`config.mk`:
```
export PLATFORM = sky130hd
export DESIGN_NAME = seq_frac_scaler
export DESIGN_NICKNAME = d
export VERILOG_FILES = /design/src/rtl/seq_frac_scaler.sv
export SDC_FILE = /design/constraint.sdc
export NUM_CORES = 1
export LEC_CHECK = 0
export CORE_MARGIN = 1
export CORE_UTILIZATION = 34
export CTS_CLUSTER_DIAMETER = 80
export DETAILED_ROUTE_END_ITERATION = 7
export HOLD_SLACK_MARGIN = 0.1
export SLEW_MARGIN = 20
export SYNTH_ARGS = -nofsm -noshare
export SYNTH_HDL_FRONTEND = slang
export SYNTH_SLANG_ARGS = --single-unit
```
`constraint.sdc`:
```
create_clock -name clk -period 3.27 [get_ports clk]
set_clock_uncertainty 0.15 [all_clocks]
set_input_delay 0.8175 -clock clk [delete_from_list [all_inputs] [get_ports clk]]
set_output_delay 0.8175 -clock clk [all_outputs]
set_load 0.1 [all_outputs]
```
`src/rtl/seq_frac_scaler.sv`:
```
`default_nettype none
// ============================================================================
//  Module      : seq_frac_scaler
//  Description : Multi-cycle fixed-point scaler Y = round(X * K) using a
//                shift-and-add multiply, then one rounding/saturation cycle.
//  Revision    : 1.0 - initial release
// ============================================================================
module seq_frac_scaler #(
    parameter int IN_W      = 6,
    parameter int OUT_W     = 11,
    parameter int INT_K     = 28,
    parameter int FRAC_BITS = 1,
    parameter int FRAC_K    = 1,
    parameter int ROUND     = 1
) (
    input  logic             clk,
    input  logic             rst_n,
    input  logic             in_valid,
    output logic             in_ready,
    input  logic [IN_W-1:0]  x,
    output logic             out_valid,
    input  logic             out_ready,
    output logic [OUT_W-1:0] y,
    output logic             ovf
);

    localparam int c_kf        = INT_K * (2 ** FRAC_BITS) + FRAC_K;
    localparam int c_kf_w      = (c_kf < 2) ? 1 : $clog2(c_kf + 1);
    localparam int c_acc_w_raw = IN_W + c_kf_w;
    // Keeps at least one integer bit above the fraction for degenerate K < 1.
    localparam int c_acc_w     = (c_acc_w_raw > FRAC_BITS) ? c_acc_w_raw : FRAC_BITS + 1;
    localparam int c_q_w       = c_acc_w - FRAC_BITS;
    localparam int c_r_w       = c_q_w + 1;
    localparam int c_cnt_w     = (IN_W < 2) ? 1 : $clog2(IN_W);

    localparam logic [c_acc_w-1:0] c_kf_v     = c_acc_w'(c_kf);
    localparam logic [c_cnt_w-1:0] c_last_cnt = c_cnt_w'(IN_W - 1);

    generate
        if (FRAC_BITS < 1 || FRAC_K < 0 || FRAC_K >= (2 ** FRAC_BITS) ||
            ROUND < 0 || ROUND > 2 || INT_K < 0) begin : g_bad_params
            $error("seq_frac_scaler: illegal parameter combination");
        end
    endgenerate

    typedef enum logic [1:0] {
        S_IDLE = 2'd0,
        S_MUL  = 2'd1,
        S_RND  = 2'd2,
        S_DONE = 2'd3
    } state_t;

    state_t               r_state;
    state_t               w_state_nxt;
    logic [IN_W-1:0]      r_xs;
    logic [c_acc_w-1:0]   r_acc;
    logic [c_cnt_w-1:0]   r_count;
    logic [c_q_w-1:0]     w_q;
    logic                 w_inc;
    logic [c_r_w-1:0]     w_r;
    logic [OUT_W-1:0]     w_y_sat;
    logic                 w_ovf;

    always_ff @(posedge clk or negedge rst_n) begin
        if (!rst_n) begin
            r_state <= S_IDLE;
        end else begin
            r_state <= w_state_nxt;
        end
    end

    always_comb begin
        w_state_nxt = r_state;
        in_ready    = 1'b0;
        out_valid   = 1'b0;
        case (r_state)
            S_IDLE: begin
                in_ready = 1'b1;
                if (in_valid) begin
                    w_state_nxt = S_MUL;
                end
            end
            S_MUL: begin
                if (r_count == c_last_cnt) begin
                    w_state_nxt = S_RND;
                end
            end
            S_RND: begin
                w_state_nxt = S_DONE;
            end
            S_DONE: begin
                out_valid = 1'b1;
                if (out_ready) begin
                    w_state_nxt = S_IDLE;
                end
            end
            default: begin
                w_state_nxt = S_IDLE;
            end
        endcase
    end

    always_ff @(posedge clk or negedge rst_n) begin
        if (!rst_n) begin
            r_xs    <= '0;
            r_acc   <= '0;
            r_count <= '0;
            y       <= '0;
            ovf     <= 1'b0;
        end else begin
            case (r_state)
                S_IDLE: begin
                    if (in_valid) begin
                        r_xs    <= x;
                        r_acc   <= '0;
                        r_count <= '0;
                    end
                end
                S_MUL: begin
                    if (r_xs[0]) begin
                        r_acc <= r_acc + (c_kf_v << r_count);
                    end
                    r_xs    <= r_xs >> 1;
                    r_count <= r_count + c_cnt_w'(1);
                end
                S_RND: begin
                    y   <= w_y_sat;
                    ovf <= w_ovf;
                end
                default: begin
                end
            endcase
        end
    end

    assign w_q = r_acc[c_acc_w-1:FRAC_BITS];

    generate
        if (ROUND == 0) begin : g_round_floor
            assign w_inc = 1'b0;
        end else if (ROUND == 1) begin : g_round_ceil
            assign w_inc = |r_acc[FRAC_BITS-1:0];
        end else begin : g_round_half_up
            assign w_inc = r_acc[FRAC_BITS-1];
        end
    endgenerate

    assign w_r = {1'b0, w_q} + c_r_w'(w_inc);

    // Saturation only exists when the rounded value can exceed OUT_W bits.
    generate
        if (c_r_w > OUT_W) begin : g_sat
            assign w_ovf   = |w_r[c_r_w-1:OUT_W];
            assign w_y_sat = w_ovf ? {OUT_W{1'b1}} : w_r[OUT_W-1:0];
        end else begin : g_no_sat
            assign w_ovf   = 1'b0;
            assign w_y_sat = OUT_W'(w_r);
        end
    endgenerate

endmodule
`default_nettype wire

```
== Word level (Yosys, flattened, before mapping) ==
Cells that the tools add are included.
Word-level totals
  register bits: 35
  bits of input ports: 10
  logic and storage cells: 37
Cells by class
  $add $sub $neg: 3
  equal/unequal tests: 8
  shift-type cells: 1
  mux-type cells: 14
  reductions and logical operators: 5
Operators by type and width (count)
  12-bit two-way mux: 2
  12-bit one-hot mux with 2 select lines: 1
  11-bit by 1-bit adder with 12-bit output: 1
  12-bit adder: 1
  6-bit one-hot mux with 2 select lines: 1
  6-bit by 3-bit left shift with 12-bit output (first input constant): 1
  11-bit two-way mux: 1
  2-bit inequality test (second input constant): 4
  2-bit one-hot mux with 4 select lines: 1
  2-bit two-way mux: 3
  6-bit two-way mux: 1
  3-bit one-hot mux with 2 select lines: 1
  3-bit AND reduction: 2
  2-bit equality test (second input constant): 2
  3-bit by 1-bit adder with 3-bit output (second input constant): 1
  3-bit equality test (second input constant): 1
  3-bit two-way mux: 1
  2-bit by 1-bit equality test with 1-bit output (second input constant): 1
  2-bit logical NOT: 1
  1-bit two-way mux: 2
  2-bit AND reduction: 1
  2-bit nonzero test: 1

== Logic depth before layout (Yosys ltp) ==
Gate-level depths: netlist (run 1).
  word-level depth: 4
  mapped depth: 10

== Worst setup path after synthesis (run 1) ==
OpenSTA, ideal clock, no wires.
  path type: register -> register
  start: register r_state[0]
  end: register r_acc[8]
  arrival time: 2.356 ns
  data required time: 2.993 ns
  path slack: 0.637 ns
  stages on the path, launching flop included: 9
  path buffers: 1
  clock period less this slack: 2.633 ns
  cells stage by stage: dfrtp_1 > inv_1 > ha_1 > nand2b_1 > and3_1 > buf_6 > a22o_1 > a41oi_1 > nand3_1
Between the ends
  word-level cells in the longest chain between the ends: 3
RTL lines
  start: declaration: line 53  | state_t r_state;
  start signal: assignment: line 68  | r_state <= w_state_nxt;
  2-bit by 1-bit equality test with 1-bit output or 2-bit logical NOT (tied branches): line 111  | case (r_state)
  2-bit inequality test (no source line) or 2-bit nonzero test (tied branches)
  3-bit AND reduction (no source line)
  end signal: assignment: line 121  | r_acc <= r_acc + (c_kf_v << r_count);
  end: declaration: line 56  | logic [c_acc_w-1:0] r_acc;
Parallel ways exist; a longest one is shown, timed or not.
A chain may end at the register's enable or synchronous reset.

== Worst setup path in the final report (run 1) ==
  start: register r_count[1]
  end: register r_acc[11]
Between the ends
  word-level cells in the longest chain between the ends: 4
RTL lines
  start: declaration: line 57  | logic [c_cnt_w-1:0] r_count;
  start signal: assignment: line 124  | r_count <= r_count + c_cnt_w'(1);
  6-bit by 3-bit left shift with 12-bit output: line 121
  12-bit adder: line 121
  12-bit two-way mux: line 120  | if (r_xs[0]) begin
  12-bit one-hot mux with 2 select lines: line 111
Every way passes these cells. The select of a mux whose other input is x is not followed.

==> results.sh, run 1 <==
export IMPL_status="finished, final reports clean"
export IMPL_required_ns=3.30
export IMPL_synthCells=269
export IMPL_syn_cell_area_um2=2450
export IMPL_synth_edf_count=0
export IMPL_crit_path_frequent_cell="ha_1"
export IMPL_grt_pass1_vias=1859
export IMPL_worstPathArrival_ns=2.95
export IMPL_vias=1938
export IMPL_drt_antenna_violating_nets=0
export IMPL_drt_pass1_iterations=4
export IMPL_grt_antenna_before_repair=0
export IMPL_synthFlopType="dfrtp_1"
export IMPL_synth_most_common_cell="dfrtp_1"
export IMPL_grt_pass1_wl_um=8470
export IMPL_synth_seq_cells=35
export IMPL_clk_latency_ns=0.29
export IMPL_antenna_cells=0
export IMPL_reg2reg_slack_ns=0.34
export IMPL_synth_commonest_cells="dfrtp_1 (35), ha_1 (23), nand2_1 (23), a21oi_1 (20), nor2_1 (20)"
export IMPL_rsz0062_at_grt="false"
export IMPL_core_region_area_um2=6870
export IMPL_synth_area_top_cells="dfrtp_1 (36%), ha_1 (12%), a21oi_1 (4.1%)"
export IMPL_cts_root_buf="clkbuf_8"
export IMPL_synthArstFlopShare=1.00
export IMPL_hold_depth=1
export IMPL_clockBufferDepth=2
export IMPL_synth_avg_cell_area_um2=9.10
export IMPL_drtIter0Drc=116
export IMPL_syn2layout_area_growth_pct=13.7
export IMPL_r2r_end="r_acc[11]$_DFFE_PN0P_"
export IMPL_hold_viol=0
export IMPL_wl_per_cell_um=13.2
export IMPL_ctsResizeCount=0
export IMPL_startpoint_type="flip-flop"
export IMPL_drt_total_wl_um=5060
export IMPL_num_fill_cells=724
export IMPL_cts_setup_buffers=0
export IMPL_gr_total_overflow=0
export IMPL_cpPeakStageDelay_ns=0.48
export IMPL_port_buffer_count=23
export IMPL_ys_seq_area_frac=0.358
export IMPL_critPathKind="reg2reg"
export IMPL_drv_cap=0
export IMPL_drive_gt1_frac=0.115
export IMPL_tritoncts="yes"
export IMPL_cp_max_fo=8
export IMPL_maxSlewViolCount=0
export IMPL_num_rows=30
export IMPL_post_dp_hpwl_um=3630
export IMPL_fin_crit_sh=0.895
export IMPL_track_usage=0.144
export IMPL_yosysTopAreaCellShare=0.358
export IMPL_post_route_min_period_ns=2.93
export IMPL_r2r_start="r_count[1]$_DFFE_PN0P_"
export IMPL_htree_levels=2
export IMPL_synth_area_leader_cell="dfrtp_1"
export IMPL_worst_setup_path_end_kind="flip-flop"
export IMPL_routabilityCongestion=0.815
export IMPL_vias_per_cell=5.06
export IMPL_initial_core_util=0.356
export IMPL_slew_headroom=0.476
export IMPL_regArea_um2=876
export IMPL_cp_cell_sequence="inv_1, ha_1, nor2b_1, ha_1, a211o_1, a2111o_1, a21oi_2, mux2i_1, o211ai_1"
export IMPL_cts_buffers=5
export IMPL_ctsHoldBuffers=0
export IMPL_tightest_slew_ns=0.786
export IMPL_synthesis_nets=303
export IMPL_hp_class="reg2reg"
export IMPL_finalSetupViolCount=0
export IMPL_nNetsFinal=320
export IMPL_ios=24
export IMPL_tns_ns=0
export IMPL_hp_start="ovf$_DFFE_PN0P_"
export IMPL_max_freq_mhz=342
export IMPL_drc_errors=0
export IMPL_die_width_um=86.8
export IMPL_timing_critical_path_slowest_stage_cell="dfrtp_1"
export IMPL_reg2regPathDepth=9
export IMPL_yosysUniqueCellTypes=47
export IMPL_clock_sinks=35
export IMPL_cts_reportedPaths_clkPinSlew_ns=0.08
export IMPL_grt_max_degree=36
export IMPL_die_h_um=86.8
export IMPL_whs_endpoint="ovf$_DFFE_PN0P_"
export IMPL_synth_warnings=0
export IMPL_multi_input_area_um2=1460
export IMPL_dieArea_um2=7540
## metrics by stage
stage	util	worst slack, ns	area, um^2	std cells	hold WS [ns]
global placement	0.393	0.434	2700	375	0.344
floorplan	-	0.637	2450	269	0.315
CTS	0.405	0.351	2780	383	0.367
detailed placement	0.393	0.377	2700	375	0.349
finish	0.405	0.344	2780	383	0.361
global route	0.405	0.225	2780	383	0.378
## logic make-up after synthesis
kind of cell,count (synthesis),synth area share
AOI/OAI and AO/OA,73,0.194
xor gates and xnor gates,11,0.0394
adders and majority gates,24,0.126
buffers and inverters,24,0.0465
DFF,35,0.358
muxes,11,0.0470
and+or+nand+nor,91,0.190
## layer usage
layer,part of all wire,GRT usage,vias to the layer above
met5,0,0,-
met4,0.011,0.0455,0
met3,0.035,0.0295,7
met2,0.44,0.241,39
met1,0.52,0.185,882
li1,-,-,1010
## layout by cell type, fill, tap and decap left out, types with 2 or more instances in the layout
cell type	n
a22oi_1	5
a21oi_1	20
mux2_2	4
nand3b_1	2
a31oi_1	6
nand2_1	23
ha_1	23
and3_1	2
xnor2_1	6
nor2b_1	11
nor3b_1	2
nor3_1	6
a21o_1	2
mux2i_1	7
or4_1	2
o21bai_1	2
inv_1	9
a22o_1	5
nor2_1	20
dfrtp_1	35
nand3_1	11
o21a_1	3
xor2_1	5
clkdlybuf4s50_1	9
nand4_1	6
o21ai_0	18
clkbuf_8	5
a211o_1	2
buf_4	16
## area by class of cell
type | instances | area share
Timing Repair Buffer | 25 | 0.0755
Clock buffer | 6 | 0.0261
Tap cell | 96 | 0.0432
Inverter | 9 | 0.0121
Sequential cell | 35 | 0.315
Clock inverter | 2 | 0.00450
Multi-Input combinational cell | 210 | 0.524
## critical path, delay by kind of cell, from the launching register on
| kind | cells | cell delay (ns) |
|---|---|---|
| AO/OA/AOI/OAI | 4 | 1.01 |
| adder cells (fa/ha/maj) | 2 | 0.50 |
| buffers and inverters | 1 | 0.19 |
| flip-flops | 1 | 0.48 |
| multiplexers | 1 | 0.22 |
| AND/OR/NAND/NOR | 1 | 0.27 |
## worst max path at each step
stage	start	to	slack [ns]	cells after the start
after floorplan	r_state[0]$_DFFE_PN0P_	r_acc[8]$_DFFE_PN0P_	0.64	8
after global routing	r_count[1]$_DFFE_PN0P_	r_acc[11]$_DFFE_PN0P_	0.22	9
after detailed placement	r_count[1]$_DFFE_PN0P_	r_acc[11]$_DFFE_PN0P_	0.38	9
final	r_count[1]$_DFFE_PN0P_	r_acc[11]$_DFFE_PN0P_	0.34	9
after CTS	r_count[1]$_DFFE_PN0P_	r_acc[11]$_DFFE_PN0P_	0.35	9
after global placement	in_valid	r_acc[8]$_DFFE_PN0P_	0.43	5
## flip-flops by register name, summed over array words and instances, names as in the netlist
signal / flops
ovf: 1
y: 11
r_xs: 6
r_state: 2
r_count: 3
r_acc: 12
Power of run 1 is left out: the tool's default activity adds up to more than one toggle a clock period on the data nets, which glitch-free logic cannot reach.
==> run 2, diff against run 1 <==
--- a/config.mk
+++ b/config.mk
@@ -5,6 +5,7 @@
 export SDC_FILE = /design/constraint.sdc
 export NUM_CORES = 1
 export LEC_CHECK = 0
+export ABC_CLOCK_PERIOD_IN_PS = 3270
 export CORE_MARGIN = 1
 export CORE_UTILIZATION = 34
 export CTS_CLUSTER_DIAMETER = 80
==> results of run 2 <==
No change in the layout: final DEF, timing and power equal those of run 1.
Power of run 2 is left out for the same reason.
==> run 3, diff against run 2 <==
--- a/config.mk
+++ b/config.mk
@@ -5,12 +5,13 @@
 export SDC_FILE = /design/constraint.sdc
 export NUM_CORES = 1
 export LEC_CHECK = 0
-export ABC_CLOCK_PERIOD_IN_PS = 3270
+export ABC_CLOCK_PERIOD_IN_PS = 2900
 export CORE_MARGIN = 1
 export CORE_UTILIZATION = 34
 export CTS_CLUSTER_DIAMETER = 80
 export DETAILED_ROUTE_END_ITERATION = 7
 export HOLD_SLACK_MARGIN = 0.1
+export SETUP_SLACK_MARGIN = 0.2
 export SLEW_MARGIN = 20
 export SYNTH_ARGS = -nofsm -noshare
 export SYNTH_HDL_FRONTEND = slang
==> constraint.sdc (replaced) <==
create_clock -name clk -period 2.9 [get_ports clk]
set_clock_uncertainty 0.15 [all_clocks]
set_input_delay 0.725 -clock clk [delete_from_list [all_inputs] [get_ports clk]]
set_output_delay 0.725 -clock clk [all_outputs]
set_load 0.1 [all_outputs]
==> run 3 against run 2 <==
  * Die area did not move
  * Register-to-register slack got worse by 0.04 ns
  * Via count rose by 4.0%
  * Sequential share of layout area fell by 1.4 points
  * Flip-flop and latch count did not move
  * Critical path depth did not move
  * Final cell count rose by 2.9%
  * Wire length rose by 2.6%
  * Non-clock buffer count rose by 11
  * Design area rose by 4.9%
  * Critical endpoint unchanged
  * Largest cell class unchanged
==> results.sh, run 3 (synthesized netlist as in run 1, its figures left out) <==
export IMPL_status="finished, final reports clean"
export IMPL_cp_max_fo=7
export IMPL_htree_levels=2
export IMPL_num_rows=30
export IMPL_cts_buffers=5
export IMPL_initial_core_util=0.356
export IMPL_largest_reg_flops=12
export IMPL_core_region_area_um2=6870
export IMPL_grt_antenna_before_repair=0
export IMPL_die_width_um=86.8
export IMPL_worstPathArrival_ns=2.61
export IMPL_drtIter0Drc=121
export IMPL_drt_pass1_iterations=4
export IMPL_vias_per_cell=5.12
export IMPL_regMostFlops="r_acc"
export IMPL_vias=2016
export IMPL_post_route_min_period_ns=2.59
export IMPL_tritoncts="yes"
export IMPL_antenna_cells=0
export IMPL_grt_max_degree=36
export IMPL_hp_class="reg2reg"
export IMPL_layout_common_cells="dfrtp_1 (33), buf_4 (26), nand2_1 (23)"
export IMPL_clock_sinks=35
export IMPL_cts_root_buf="clkbuf_8"
export IMPL_finalSetupViolCount=0
export IMPL_die_h_um=86.8
export IMPL_maxSlewViolCount=0
export IMPL_clk_latency_ns=0.29
export IMPL_drt_total_wl_um=5190
export IMPL_routabilityCongestion=0.875
export IMPL_dieArea_um2=7540
export IMPL_drc_errors=0
export IMPL_num_fill_cells=690
export IMPL_drt_antenna_violating_nets=0
export IMPL_max_freq_mhz=385
export IMPL_grt_pass1_vias=1857
export IMPL_startpoint_type="flip-flop"
export IMPL_final_common_cell="dfrtp_1"
export IMPL_slew_headroom=0.460
export IMPL_fin_crit_sh=0.895
export IMPL_clockBufferDepth=2
export IMPL_cts_reportedPaths_clkPinSlew_ns=0.07
export IMPL_tns_ns=0
export IMPL_drv_cap=0
export IMPL_post_dp_hpwl_um=3750
export IMPL_port_buffer_count=23
export IMPL_ios=24
export IMPL_largestRegisters="r_acc: 12 flops, y: 11 flops, r_xs: 6 flops"
export IMPL_drive_gt1_frac=0.174
export IMPL_track_usage=0.150
export IMPL_gr_total_overflow=0
export IMPL_critPathKind="reg2reg"
export IMPL_required_ns=2.92
export IMPL_tightest_slew_ns=0.810
export IMPL_syn2layout_area_growth_pct=19.3
export IMPL_wl_per_cell_um=13.2
export IMPL_rsz0062_at_grt="false"
export IMPL_grt_pass1_wl_um=8740
export IMPL_nNetsFinal=331
export IMPL_hold_viol=0
export IMPL_worst_setup_path_end_kind="flip-flop"
-- run 3: changes by cell type in the layout (fill, tap and decap cells not counted), sizes merged --
cell,previous run,this run
bufinv,0,1
buf,16,27
clkinv,1,2
clkinvlp,1,0
clkbuf,6,5
-- run 3: final timing paths --
check                                             from                      to  slack, ns  cells past startpoint
worst max-delay path            r_count[1]$_DFFE_PN0P_   r_acc[11]$_DFFE_PN0P_       0.31                      9
worst min-delay path               r_xs[5]$_DFFE_PN0P_     r_xs[5]$_DFFE_PN0P_       0.37                      2
worst max register to register  r_count[1]$_DFFE_PN0P_   r_acc[11]$_DFFE_PN0P_       0.31                      9
worst min register to register     r_xs[5]$_DFFE_PN0P_     r_xs[5]$_DFFE_PN0P_       0.37                      2
max in group asynchronous                        rst_n  r_count[2]$_DFFE_PN0P_       1.55                      2
min in group asynchronous                        rst_n        y[1]$_DFFE_PN0P_       0.70                      2
-- run 3: critical path, cell delays in order (launching register included) --
cell and delay [ns]:
dfrtp_1 0.38, buf_4 0.16, ha_1 0.17, nor2b_1 0.13
ha_1 0.34, o211a_1 0.23, a2111o_1 0.42, a21oi_2 0.20
mux2i_1 0.20, o211ai_1 0.10
-- run 3: cell type report --
| cell class | instances | area, um^2 | share of cell area |
|---|---|---|---|
| Sequential cell | 35 | 878 | 0.301 |
| Clock inverter | 3 | 43.8 | 0.0150 |
| Multi-Input combinational cell | 210 | 1470 | 0.503 |
| Inverter | 9 | 33.8 | 0.0116 |
| Tap cell | 96 | 120 | 0.0411 |
| Clock buffer | 5 | 68.8 | 0.0236 |
| Timing Repair Buffer | 36 | 305 | 0.105 |
-- run 3: stage by stage --
step           worst slack (ns)  hold WS [ns]  instance area, um^2  cells   util
3_5_place_dp              0.164         0.348                 2760    381  0.401
3_3_place_gp              0.222         0.344                 2760    381  0.401
2_1_floorplan             0.267         0.279                 2450    269      -
6_report                  0.306         0.366                 2920    394  0.425
5_1_grt                   0.199         0.382                 2920    394  0.425
4_1_cts                   0.201         0.367                 2870    389  0.418
-- run 3: layer usage --
metal / track usage / vias up / wire [um]
met3: 0.0305 / 2 / 159
met1: 0.187 / 953 / 2500
met2: 0.253 / 33 / 2490
li1: - / 1028 / -
met4: 0.0576 / 0 / 34
met5: 0 / - / 0
-- run 3: repair_timing --
| action | CTS | global route |
|---|---|---|
| pin swaps | 0 | 2 |
| hold buffers | 0 | 0 |
| gates resized for setup | 1 | 7 |
| buffers inserted | 0 | 5 |
| endpoints found under the setup margin | 2 | 5 |
Power of run 3 is left out for the same reason.
==> RTL change 1, RTL diff (config.mk and constraints of run 3) <==
Set the parameter `INT_K` to 14 (it was 28).
--- a/src/rtl/seq_frac_scaler.sv
+++ b/src/rtl/seq_frac_scaler.sv
@@ -8,7 +8,7 @@
 module seq_frac_scaler #(
     parameter int IN_W      = 6,
     parameter int OUT_W     = 11,
-    parameter int INT_K     = 28,
+    parameter int INT_K     = 14,
     parameter int FRAC_BITS = 1,
     parameter int FRAC_K    = 1,
     parameter int ROUND     = 1
Formal check against the unedited RTL: not equivalent (Yosys sat finds a counterexample within 10 cycles, from zero or initial values and one cycle with rst_n low).
==> RTL change 1 against run 3 <==
  * Synthesized area is 7.7% lower
  * Sequential cell count decreased by 2
  * Worst setup slack gained 29 ps
  * Utilization is 0.59 points lower
  * Critical path depth is the same
  * Routed wire length shrank 10%
  * Final area shrank 8.3%
  * Largest cell class unchanged
Power is left out: the tool's default activity adds up to more than one toggle a clock period on the data nets, which glitch-free logic cannot reach.
==> RTL change 1: results <==
group,metric,value,unit
grt,grt_max_degree,34,
cells_and_area,clock_area_frac,0.0435,
grt,grt_first_pass_wirelength,7880,um
logic_synthesis,avgSynthCellArea,9.19,um2
grt,use_met3,0.0326,
hold_path,worstHoldPathCells,1,
detailed_routing,routed-wl-met2,2350,um
logic_synthesis,ys_types,44,
cells_and_area,multi_input_gates,189,
detailed_routing,vias,1824,
grt,grt.total_usage,0.141,
placement,placed_cells,340,
logic_synthesis,synth_fp_nets,279,
cells_and_area,syn_to_final_growth,18.5,%
cells_and_area,largestRegisters,"r_acc x11, y x11, r_xs x6",
cells_and_area,nets,303,
grt,met2_usage,0.259,
grt,grt_pass1_vias,1717,
cells_and_area,seq_area_frac,0.309,
timing,layout_setup_ws,335,ps
logic_synthesis,ys_top_cells_by_count,"33 x dfrtp_1, 22 x ha_1, 22 x nand2_1",
worst_setup_path,r2r-start,"r_count[0]",
cells_and_area,multi_input_area,0.00134,mm2
detailed_routing,m1WireLength,2150,um
placement,dp_slack,233,ps
cells_and_area,fillCellCount,637,
outcome,outcome,"completed",
worst_setup_path,crit_end,"r_acc[8]",
worst_setup_path,critPathArrivalTime,2640,ps
hold_path,hp-start,"y[1]",
## RTL change 1: cell count changes after synthesis, moves of 6 or more
cell     before  now
a31oi_1       6    0
nor2_1       20   14
nor2b_1      11    4
o21ai_0      18   10
o21ai_1       0    9
o22ai_1       0   12
xor2_1        5   11
## RTL change 1: logic make-up (layout without fill, tap and decap cells)
kind of cell | count (synthesis) | after routing | synth area share
AO/OA/AOI/OAI | 71 | 71 | 0.195
buffers and inverters | 24 | 49 | 0.0443
multiplexers | 12 | 12 | 0.0581
other | 1 | 1 | 0.00166
AND/OR/NAND/NOR | 67 | 67 | 0.146
flip-flops | 33 | 33 | 0.365
adder cells (fa/ha/maj) | 23 | 23 | 0.131
XOR/XNOR | 15 | 15 | 0.0581
## RTL change 1: worst register-to-register path, stage by stage (launching register included)
cell,delay [ps]
dfrtp_2,410
inv_2,80
ha_1,220
mux2_2,280
ha_2,310
a21o_1,200
a21oi_2,200
a21boi_2,100
or4_1,470
nand3_1,90
==> RTL change 2, RTL diff (settings of run 3) <==
Made on the original files. Register the output `ovf` once more, cleared by the reset; this adds one clock of latency there. The other outputs are not delayed to match.
--- a/src/rtl/seq_frac_scaler.sv
+++ b/src/rtl/seq_frac_scaler.sv
@@ -35,6 +35,8 @@
 
     localparam logic [c_acc_w-1:0] c_kf_v     = c_acc_w'(c_kf);
     localparam logic [c_cnt_w-1:0] c_last_cnt = c_cnt_w'(IN_W - 1);
+
+    logic ovf_s0;
 
     generate
         if (FRAC_BITS < 1 || FRAC_K < 0 || FRAC_K >= (2 ** FRAC_BITS) ||
@@ -106,7 +108,7 @@
             r_acc   <= '0;
             r_count <= '0;
             y       <= '0;
-            ovf     <= 1'b0;
+            ovf_s0  <= 1'b0;
         end else begin
             case (r_state)
                 S_IDLE: begin
@@ -125,7 +127,7 @@
                 end
                 S_RND: begin
                     y   <= w_y_sat;
-                    ovf <= w_ovf;
+                    ovf_s0 <= w_ovf;
                 end
                 default: begin
                 end
@@ -158,6 +160,14 @@
         end
     endgenerate
 
+    always_ff @(posedge clk or negedge rst_n) begin
+        if (!rst_n) begin
+            ovf <= '0;
+        end else begin
+            ovf <= ovf_s0;
+        end
+    end
+
 endmodule
 `default_nettype wire
 
Check against the original RTL: same outputs for any inputs over 10 cycles, from zero or initial values and one cycle with rst_n low; that may be too few to reach the edited logic, so the function may still have changed.
==> RTL change 2 against run 3 <==
  * The flow now finishes with violations (DRC)
  * Maximum frequency shrank 1.1%
  * Utilization rose by 0.60 points
  * Sequential cell count rose by 1
  * Worst setup slack worse by 30 ps
  * Synthesized cell count is 10% lower
  * Global-route usage decreased by 0.52 points
  * Synthesized area fell by 3.1%
  * Routed wire length fell by 2.5%
  * Final area is 0.26% lower
  * Critical endpoint is now r_acc[10]
Power is not shown: default switching activity piles up to over one toggle a cycle in this logic, so the estimate is an artifact.
==> RTL change 2: results <==
group,metric,value,unit
logic_synthesis,synth_compound_area_frac,0.229,
detailed_routing,first_iter_violations,83,
clock_tree,clk_path_buf_depth,2,
detailed_routing,vias,1867,
worst_setup_path,crit_path_max_fanout,3,
cells_and_area,fillCellCount,662,
timing,tightest_slew,837,ps
grt,grt.total_usage,0.145,
logic_synthesis,ys_top_cells_by_count,"36 x dfrtp_1, 25 x nand2_1, 23 x ha_1",
logic_synthesis,ys_types,46,
clock_tree,cts_inserted_buffers,5,
grt,grt_pass1_vias,1748,
cells_and_area,layout-drive-gt1-share,0.228,
logic_synthesis,synth_xor_xnor_area_share,0.0517,
logic_synthesis,yosysSeqAreaShare,0.380,
grt,grt_first_pass_wirelength,8360,um
logic_synthesis,yosys-top-cells-area,"dfrtp_1 38%, ha_1 12%, o21ai_0 4.4%",
outcome,outcome,"complete, but fails checks",
clock_tree,h-tree-depth,2,
detailed_routing,m1WireLength,2430,um
grt,grt_max_degree,37,
cells_and_area,largestRegisters,"r_acc x12, y x11, r_xs x6",
detailed_routing,dr_wl_met3,92,um
detailed_routing,drt-pass1-iter-count,6,
logic_synthesis,synthMuxAreaShare,0.0496,
logic_synthesis,ys_warn_count,0,
clock_tree,post_cts_resized,6,
logic_synthesis,synth_fa_ha_area_frac,0.130,
detailed_routing,drc,1,
worst_setup_path,slowest_stage,"dfrtp_2",
worst_setup_path,critical_path.top_delay_family,"adder cells",
detailed_routing,wl_per_cell,14.2,um
logic_synthesis,yosys_most_used_dff,"dfrtp_1",
placement,gp_congestion,0.782,
placement,placed_area,0.00268,mm2
outcome,failed_checks,"DRC",
placement,portBuffers,23,
placement,dpl.hpwl,3580,um
worst_setup_path,slowest_delay,380,ps
detailed_routing,routed-wl-met2,2490,um
logic_synthesis,synth_fp_nets,275,
detailed_routing,highest_layer,"met4",
clock_tree,post-cts-setup-buffers,4,
cells_and_area,nets,309,
worst_setup_path,critPathArrivalTime,2640,ps
-- RTL change 2: changes by cell type after synthesis, moves of 3 or more --
cell / change
clkbuf_1: -4
o22a_1: +7
nor3_1: -4
a21oi_1: -10
a21o_1: +3
buf_6: -3
nand3_1: -5
nor2_1: -14
a31oi_1: +3
o21ai_0: +3
nand4_1: -5
-- RTL change 2: final cells by class --
cell class	instances	area share
flip-flops and latches	36	0.311
repair buffers	38	0.108
clock buffers	5	0.0236
clock inverters	3	0.0146
well taps	80	0.0344
multi-input cells	187	0.500
inverters	7	0.00902
-- RTL change 2: worst reg2reg max path, cell delays in order, from the launching register on --
cell     delay [ps]
dfrtp_2         380
inv_1            60
ha_1            200
nor2b_1         150
ha_2            220
fa_2            360
a21o_1          200
a31oi_2         200
nor2_1          100
a41oi_2         250
xor2_1          150
o21ai_0          80
-- RTL change 2: worst paths after layout --
path / startpoint / to / slack, ps / cells after the start
worst max-delay path: r_count[0] / r_acc[10] / 280 / 11
worst min-delay path: ovf_s0 / ovf / 230 / 0
worst max register to register: r_count[0] / r_acc[10] / 280 / 11
worst min register to register: ovf_s0 / ovf / 230 / 0
max in group asynchronous: rst_n / r_count[2] / 1640 / 1
min in group asynchronous: rst_n / r_acc[9] / 360 / 1
-- RTL change 2: stage by stage --
step | util | hold WS, ps | setup slack [ps] | cells
floorplan | - | 205 | 244 | 241
global placement | 0.397 | 210 | 143 | 342
detailed placement | 0.397 | 211 | 71.3 | 342
CTS | 0.421 | 230 | 203 | 354
global route | 0.431 | 237 | 176 | 356
finish | 0.431 | 228 | 276 | 356
-- RTL change 2: metal layers --
layer / vias up / track usage
met3: 4 / 0.0231
met5: - / 0
met1: 899 / 0.186
met4: 0 / 0.0500
met2: 27 / 0.247
li1: 937 / -
